File: config.mk
export PLATFORM = sky130hd
export DESIGN_NAME = dm_port_arbiter
export DESIGN_NICKNAME = d
export VERILOG_FILES = /design/src/rtl/dm_arb_pkg.sv /design/src/rtl/dm_arb_starve_cnt.sv /design/src/rtl/dm_port_arbiter.sv
export SDC_FILE = /design/constraint.sdc
export NUM_CORES = 1
export LEC_CHECK = 0
export CORE_AREA = 4 4 96 98
export DETAILED_ROUTE_END_ITERATION = 8
export DIE_AREA = 0 0 100 102
export GPL_ROUTABILITY_DRIVEN = 0
export PLACE_DENSITY = 0.67
export SLEW_MARGIN = 30
export SYNTH_ARGS = -nofsm -noshare
export SYNTH_HDL_FRONTEND = slang
export SYNTH_SLANG_ARGS = --single-unit
File: constraint.sdc
create_clock -name clk -period 2.5 [get_ports clk]
set_input_delay 0.375 -clock clk [delete_from_list [all_inputs] [get_ports clk]]
set_output_delay 0.375 -clock clk [all_outputs]
set_load 0.02 [all_outputs]
File: src/rtl/dm_arb_pkg.sv
// Shared definitions for the data-memory port arbiter.
// Owner tags mark which requester a read in flight belongs to.
// The *_DEF constants are the default widths used by the top.
package dm_arb_pkg;

  localparam int unsigned DMA_SIZE_DEF     = 16;
  localparam int unsigned DMD_SIZE_DEF     = 16;
  localparam int unsigned STARVE_LIMIT_DEF = 4;
  localparam int unsigned CNT_W_DEF        = 4;

  localparam logic [1:0] OWN_NONE = 2'd0;
  localparam logic [1:0] OWN_CORE = 2'd1;
  localparam logic [1:0] OWN_HOST = 2'd2;

endpackage

File: src/rtl/dm_arb_starve_cnt.sv
// Saturating starvation counter for the host requester.
// Ports:
//   clk, reset      clock and asynchronous active-low reset
//   host_req        host is requesting the port
//   core_req        core is requesting the port
//   host_gnt        host won the port this cycle
//   force_host      host has waited STARVE_LIMIT cycles and must win now
// STARVE_LIMIT = 0 disables forcing. 2**CNT_W must exceed STARVE_LIMIT.
module dm_arb_starve_cnt #(
  parameter int unsigned STARVE_LIMIT = 4,
  parameter int unsigned CNT_W        = 4
) (
  input  logic clk,
  input  logic reset,
  input  logic host_req,
  input  logic core_req,
  input  logic host_gnt,
  output logic force_host
);

  localparam logic [CNT_W-1:0] LimitCnt = CNT_W'(STARVE_LIMIT);

  logic [CNT_W-1:0] wait_cnt_q, wait_cnt_d;

  assign force_host = (STARVE_LIMIT != 0) && (wait_cnt_q == LimitCnt);

  always_comb begin
    wait_cnt_d = '0;
    if (host_gnt) begin
      wait_cnt_d = '0;
    end else if (host_req && core_req) begin
      // Saturate at the limit; with a zero limit the count simply stays at 0.
      wait_cnt_d = (wait_cnt_q == LimitCnt) ? wait_cnt_q : wait_cnt_q + 1'b1;
    end
  end

  always_ff @(posedge clk or negedge reset) begin
    if (!reset) begin
      wait_cnt_q <= '0;
    end else begin
      wait_cnt_q <= wait_cnt_d;
    end
  end

endmodule

File: src/rtl/dm_port_arbiter.sv
// Shares the single data-memory port between the core and a host/DMA requester.
// The core has fixed priority; the host is forced in after a bounded wait.
// Write data is re-timed to the memory's execute+1 write cycle, and each read
// is tagged so the registered read data returns to its owner one cycle later.
// Ports:
//   clk, reset                 clock and asynchronous active-low reset
//   core_req/wr/addr/wdata     core access request
//   core_stall                 core request not accepted this cycle
//   core_rdata, core_rvalid    core read return
//   host_req/wr/addr/wdata     host access request, held until host_gnt
//   host_gnt                   host request accepted this cycle
//   host_rdata, host_rvalid    host read return
//   mem_cslt/wrb/add/wdata     memory port drive
//   mem_rdata                  memory registered read data
module dm_port_arbiter
  import dm_arb_pkg::*;
#(
  parameter int unsigned DMA_SIZE     = DMA_SIZE_DEF,
  parameter int unsigned DMD_SIZE     = DMD_SIZE_DEF,
  parameter int unsigned STARVE_LIMIT = STARVE_LIMIT_DEF,
  parameter int unsigned CNT_W        = CNT_W_DEF
) (
  input  logic                clk,
  input  logic                reset,
  input  logic                core_req,
  input  logic                core_wr,
  input  logic [DMA_SIZE-1:0] core_addr,
  input  logic [DMD_SIZE-1:0] core_wdata,
  output logic                core_stall,
  output logic [DMD_SIZE-1:0] core_rdata,
  output logic                core_rvalid,
  input  logic                host_req,
  input  logic                host_wr,
  input  logic [DMA_SIZE-1:0] host_addr,
  input  logic [DMD_SIZE-1:0] host_wdata,
  output logic                host_gnt,
  output logic [DMD_SIZE-1:0] host_rdata,
  output logic                host_rvalid,
  output logic                mem_cslt,
  output logic                mem_wrb,
  output logic [DMA_SIZE-1:0] mem_add,
  output logic [DMD_SIZE-1:0] mem_wdata,
  input  logic [DMD_SIZE-1:0] mem_rdata
);

  logic                force_host;
  logic                core_gnt;
  logic [1:0]          tag_q, tag_d;
  logic [DMD_SIZE-1:0] wdata_q, wdata_d;
  logic [DMD_SIZE-1:0] core_rdata_q, core_rdata_d;
  logic [DMD_SIZE-1:0] host_rdata_q, host_rdata_d;

  dm_arb_starve_cnt #(
    .STARVE_LIMIT(STARVE_LIMIT),
    .CNT_W       (CNT_W)
  ) u_starve (
    .clk       (clk),
    .reset     (reset),
    .host_req  (host_req),
    .core_req  (core_req),
    .host_gnt  (host_gnt),
    .force_host(force_host)
  );

  assign host_gnt   = host_req && (!core_req || force_host);
  assign core_gnt   = core_req && !host_gnt;
  assign core_stall = core_req && host_gnt;

  always_comb begin
    mem_cslt = 1'b0;
    mem_wrb  = 1'b0;
    mem_add  = '0;
    wdata_d  = wdata_q;
    tag_d    = OWN_NONE;
    if (host_gnt) begin
      mem_cslt = 1'b1;
      mem_wrb  = host_wr;
      mem_add  = host_addr;
      if (host_wr) wdata_d = host_wdata;
      else         tag_d   = OWN_HOST;
    end else if (core_gnt) begin
      mem_cslt = 1'b1;
      mem_wrb  = core_wr;
      mem_add  = core_addr;
      if (core_wr) wdata_d = core_wdata;
      else         tag_d   = OWN_CORE;
    end
  end

  // Registered write data lines up with the memory's commit in the next cycle.
  assign mem_wdata = wdata_q;

  // Read data is passed straight through in the return cycle; the hold
  // registers keep the last value for the requester that did not read.
  assign core_rvalid  = (tag_q == OWN_CORE);
  assign host_rvalid  = (tag_q == OWN_HOST);
  assign core_rdata_d = core_rvalid ? mem_rdata : core_rdata_q;
  assign host_rdata_d = host_rvalid ? mem_rdata : host_rdata_q;
  assign core_rdata   = core_rdata_d;
  assign host_rdata   = host_rdata_d;

  always_ff @(posedge clk or negedge reset) begin
    if (!reset) begin
      tag_q        <= OWN_NONE;
      wdata_q      <= '0;
      core_rdata_q <= '0;
      host_rdata_q <= '0;
    end else begin
      tag_q        <= tag_d;
      wdata_q      <= wdata_d;
      core_rdata_q <= core_rdata_d;
      host_rdata_q <= host_rdata_d;
    end
  end

endmodule
# --- Word-level counts from Yosys, hierarchy flattened ---
# Index checks and enable logic that the tools add are counted.
word_totals:
  mem_bits_ro: 0
  reg_bits: 54
  memories: 0
  wordCells: 40
  mem_bits_rw: 0
  latch_bits: 0
op_classes:
  n_eq_ne: 5
  addsub: 1
  n_shift: 0
  n_lt_le_gt_ge: 0
  muxes: 19
  n_div: 0
  n_reduce_logical: 10
  mul: 0
  bitwise: 0
ops:
  columns: ["op", "count"]
  rows:
  - ["2-to-1 mux 16 bit", 8]
  - ["2-to-1 mux 4 bit", 3]
  - ["2-to-1 mux 1 bit", 6]
  - ["adder 4 x 1 -> 4 bit (second input constant)", 1]
  - ["== test 4 x 3 -> 1 bit (second input constant)", 1]
  - ["logical AND 1 bit", 4]
  - ["2-to-1 mux 2 bit", 2]
  - ["nonzero test 2 bit", 2]
  - ["!= test 3 bit (second input constant)", 1]
  - ["AND reduction 3 bit", 1]
  - ["== test 2 x 1 -> 1 bit (second input constant)", 1]
  - ["== test 2 bit (second input constant)", 1]
  - ["zero test 1 bit", 2]
  - ["!= test 2 bit (second input constant)", 1]
  - ["logical OR 1 bit", 1]

# --- Longest topological paths before layout ---
depth:
  word_depth: 7
  depth_mapped: 8
  mapped_depth_nobuf: 6

# --- Cells and area by module ---
# A second synthesis with hierarchy kept.
unflattened:
  cells_unflattened: 227
  area_unflattened_um2: 2551.2
by_module_without_submodules:
  columns: ["mod", "cells_each", "n_inst", "area_each_um2"]
  rows:
  - ["dm_port_arbiter", 206, 1, 2312.2]
  - ["dm_arb_starve_cnt", 21, 1, 239.0]

# --- Worst setup path after synthesis ---
# No wires, ideal clock.
synth_timing:
  kind: "flip-flop to output port"
  startpoint: "register u_starve.wait_cnt_q[0]"
  endpoint: "output port mem_add[10]"
  t_arrival_ps: 1642
  path_buffers: 1
  slack_ps: 483
  stages_incl_launch_ff: 8
  required_ps: 2125
  path_cell_list: "dfrtp_1 > inv_1 > ha_1 > nand3b_4 > a21oi_1 > buf_2 > nand2_1 > o21ai_0"
synth_between:
  elab_chain_len: 7
synth_rtl:
  columns: ["element", "line", "text"]
  rows:
  - ["from (decl)", "dm_arb_starve_cnt.sv:23", "logic [CNT_W-1:0] wait_cnt_q, wait_cnt_d;"]
  - ["from (signal assigned)", "dm_arb_starve_cnt.sv:41", "wait_cnt_q <= wait_cnt_d;"]
  - ["== test 4 x 3 -> 1 bit (*)", "dm_arb_starve_cnt.sv:25", "assign force_host = (STARVE_LIMIT != 0) && (wait_cnt_q == LimitCnt);"]
  - ["logical OR 1 bit (*)", "dm_port_arbiter.sv:65", "assign host_gnt = host_req && (!core_req || force_host);"]
  - ["logical AND 1 bit (*)", "dm_port_arbiter.sv:65", null]
  - ["net host_gnt", "dm_port_arbiter.sv:36", "output logic host_gnt,"]
  - ["zero test 1 bit", "dm_port_arbiter.sv:66", "assign core_gnt = core_req && !host_gnt;"]
  - ["logical AND 1 bit", "dm_port_arbiter.sv:66", null]
  - ["2-to-1 mux 16 bit", "dm_port_arbiter.sv:81", "end else if (core_gnt) begin"]
  - ["2-to-1 mux 16 bit (*)", "dm_port_arbiter.sv:75", "if (host_gnt) begin"]
  - ["to (decl)", "dm_port_arbiter.sv:41", "output logic [DMA_SIZE-1:0] mem_add,"]
# Mark *: on every way through the listed nets, which the timed path passes. The rest lies on a longest branch.

# --- Final worst setup path ---
layout_timing:
  startpoint: "register tag_q[0]"
  endpoint: "output port host_rdata[7]"
layout_between:
  elab_chain_len: 2
layout_rtl:
  columns: ["element", "line", "text"]
  rows:
  - ["from (decl)", "dm_port_arbiter.sv:48", "logic [1:0] tag_q, tag_d;"]
  - ["from (signal assigned)", "dm_port_arbiter.sv:109", "tag_q <= tag_d;"]
  - ["== test 2 bit", "dm_port_arbiter.sv:96", "assign host_rvalid = (tag_q == OWN_HOST);"]
  - ["2-to-1 mux 16 bit", "dm_port_arbiter.sv:98", "assign host_rdata_d = host_rvalid ? mem_rdata : host_rdata_q;"]
  - ["to (decl)", "dm_port_arbiter.sv:37", "output logic [DMD_SIZE-1:0] host_rdata,"]
# No other way between the ends.

==> metrics.yaml <==
setup_path:
  crit_type: "flip-flop to output port"
  end_kind: "output port"
  slowest_stage: "clkdlybuf4s50_1"
  startpoint_type: "flip-flop"
  path_cells: "nor2b_2, buf_4, mux2_2, clkdlybuf4s50_1"
  r2r_setup_slack_ps: 750
  path_max_fanout: 17
  r2r_cells: 7
  crit_required_ps: 2120
  critPathMaxStageDelay_ps: 540
  regToRegEndpoint: "mem_wdata[5]"
  r2r-start: "u_starve.wait_cnt_q[0]"
  arrival_ps: 2020
  critPathLaunch: "tag_q[0]"
job:
  drv_cap: 0
die:
  coreArea_sq_um: 8466
  die_x_um: 100
  pin_count: 156
  dieArea_sq_um: 10200
  placementRows: 34
  fp.dieH_um: 102
  start_util_pct: 29.10
final_layout:
  drive_gt1_share_pct: 22.43
  final_net_count: 457
  fill_cells: 779
  fin_util_pct: 49.90
  antenna_cells: 0
  areaGrowthSynthToFinish_pct: 71.46
grt:
  grt.met3_usage_pct: 4.505
  grt_max_degree: 35
  grt_overflow_total: 0
  grt_first_pass_wirelength_mm: 11.10
  antenna_found_initial: 0
  gr-usage-met1_pct: 16.01
  grt_pass1_vias: 2274
  grt-busiest-layer: "met2"
  track_usage_pct: 13.42
  grt.met2_usage_pct: 23.35
sta:
  finalSetupTns_ps: 0
  slew_headroom_pct: 66.01
  finClkSkew_ps: 8.905
  finalMaxSlewViolations: 0
  finalCritPeriodShare_pct: 95.64
  fin_ws_ps: 109.0
  rsz0062_at_grt: "no"
  worstMarginPinSlew_ps: 509.9
  max_freq_mhz: 418.2
  hold_violations: 0
  min_period_ps: 2391
  setup_viol: 0
clocking:
  cts_buffers: 5
  cts.clk_slew.worst_paths_ps: 100
  clk_root_buffer_cell: "clkbuf_8"
  cts_setup_buffers: 0
  cts_max_level: 2
  clkSinkCount: 54
  tritoncts: "yes"
  clk_path_buf_depth: 2
  insertion_delay_ps: 300
detailed_routing:
  first_iter_violations: 43
  postRouteAntennaNets: 0
  firstDrtPassIters: 4
  avgViaCountPerCell: 4.500
  routed_wl_mm: 6.973
  avgRoutedWirePerCell_um: 14.59
  drc: 0
  vias: 2151
synth:
  syn_nets: 295
  yosysUniqueCellTypes: 26
  syn_area_sq_um: 2464
  synth-seq-cells: 54
  syn_avg_cell_area_sq_um: 11.90
  yosys_warnings: 0
  syn_inst: 207
  yosysSeqAreaShare_pct: 54.85
pwr:
  powerDensity_nw_per_um2: 598.9
  switching_share_pct: 30.86
  pwr-share-comb_pct: 38.6
  internal_power_w: 0.001749
  switching_power_w: 0.0007807
  leakagePower_nw: 1.756
  seq_power_share_pct: 42.0
  clkPwrFrac_pct: 19.4
  vdd_drop_max_mv: 0.2258
run_status:
  status: "finished, final reports clean"
placement:
  pre_cts_ws_ps: 59.69
  port_buffers: 155
  hpwlAfterDp_mm: 5.558
worst_hold_path:
  hp-class: "input pin to async pin"
[per-layer routing]
layer  wire (um)  vias to the layer above
met5           0                        -
met4          74                        0
met3         708                        4
met2        3455                      103
met1        2735                     1004
li1            -                     1040
[timing repair]
action                     CTS  global route
hold buffers                 0             0
pin swaps                    0             0
setup endpoints to repair   17            17
resized for setup           17            47
[placed cells by master (no fill, tap or decap), drive strengths merged, types with 2 or more instances in the layout]
cell type,count
clkdlybuf4s50,136
dfrtp,54
nand2,34
mux2,32
clkbuf,20
o21ai,16
o221a,16
buf,14
nand2b,13
inv,6
nor2,5
or2b,5
nand3,2
ha,2
nor2b,2
[critical path, delay by kind of cell, from the launching register on]
family,cells,cell delay (ps)
DFF,1,400
and+or+nand+nor,1,110
buffers and inverters,2,800
muxes,1,390
[worst max path at each step]
| stage | to | cells after the start |
|---|---|---|
| after floorplan | mem_add[10] | 7 |
| after global placement | mem_add[0] | 6 |
| after detailed placement | mem_add[0] | 6 |
| after CTS | mem_wrb | 6 |
| after global routing | mem_add[14] | 8 |
| final | host_rdata[7] | 4 |
[flip-flops by register name (all words and copies together) (netlist names)]
name,count
core_rdata_q,16
host_rdata_q,16
mem_wdata,16
u_starve.wait_cnt_q,4
tag_q,2
[synthesized netlist by cell type]
master / number / area (sq um)
nand3b_4: 1 / 20.02
nand2b_4: 1 / 13.76
or2_2: 1 / 6.260
nand2_1: 34 / 127.6
dfrtp_1: 54 / 1351
ha_1: 2 / 25.02
or2b_1: 5 / 37.54
nor3b_1: 1 / 7.510
xnor2_1: 1 / 8.760
nand2b_1: 12 / 75.07
mux2_2: 32 / 360.4
o221a_1: 9 / 101.4
nor2b_1: 2 / 12.51
clkbuf_1: 5 / 18.77
o211a_4: 1 / 17.52
inv_1: 5 / 18.77
buf_6: 2 / 22.52
a21o_2: 1 / 8.760
buf_2: 5 / 25.02
a21oi_1: 1 / 5.000
nand3_1: 2 / 10.01
nor2_1: 5 / 18.77
o221a_2: 7 / 78.83
buf_1: 1 / 3.750
xor2_1: 1 / 8.760
o21ai_0: 16 / 80.08
[power by group through the flow]
stage	registers [W]	clock network [W]	logic (W)
after detailed placement	0.00108	0	0.00101
after floorplan	0.00112	0	0.000418
final	0.00106	0.000490	0.000978
after global routing	0.00108	0.000551	0.00104
after CTS	0.00106	0.000520	0.00100
after global placement	0.00107	0	0.00101
[per-stage QoR]
step	std cells	area [sq um]	hold slack, ps	power, W
final	478	4224	34.11	0.002530
after global routing	478	4224	60.45	0.002677
after CTS	478	4277	42.05	0.002585
after detailed placement	470	4204	379.8	0.002095
after global placement	470	4204	373.0	0.002081
after floorplan	207	2464	79.41	0.001536
[layout make-up]
class                           instances  area (sq um)  area share [%]
Timing Repair Buffer                  168          1595           37.77
Sequential cell                        54          1351           31.99
Multi-Input combinational cell        135          1030           24.38
Tap cell                              108         135.1           3.199
Clock buffer                            5         68.82           1.629
Clock inverter                          3         25.02          0.5924
Inverter                                5         18.77          0.4443
[kinds of logic (layout without fill, tap and decap cells)]
logic type                 Yosys count  after routing  synth area share [%]
muxes                               32             32                 14.63
and+or+nand+nor                     64             64                 13.36
buffers and inverters               18            181                 3.606
AOI/OAI and AO/OA                   35             35                 11.83
adders and majority gates            2              2                 1.016
DFF                                 54             54                 54.85
xor gates and xnor gates             2              2                0.7112
No activity file was read; power rests on OpenSTA's default activity.
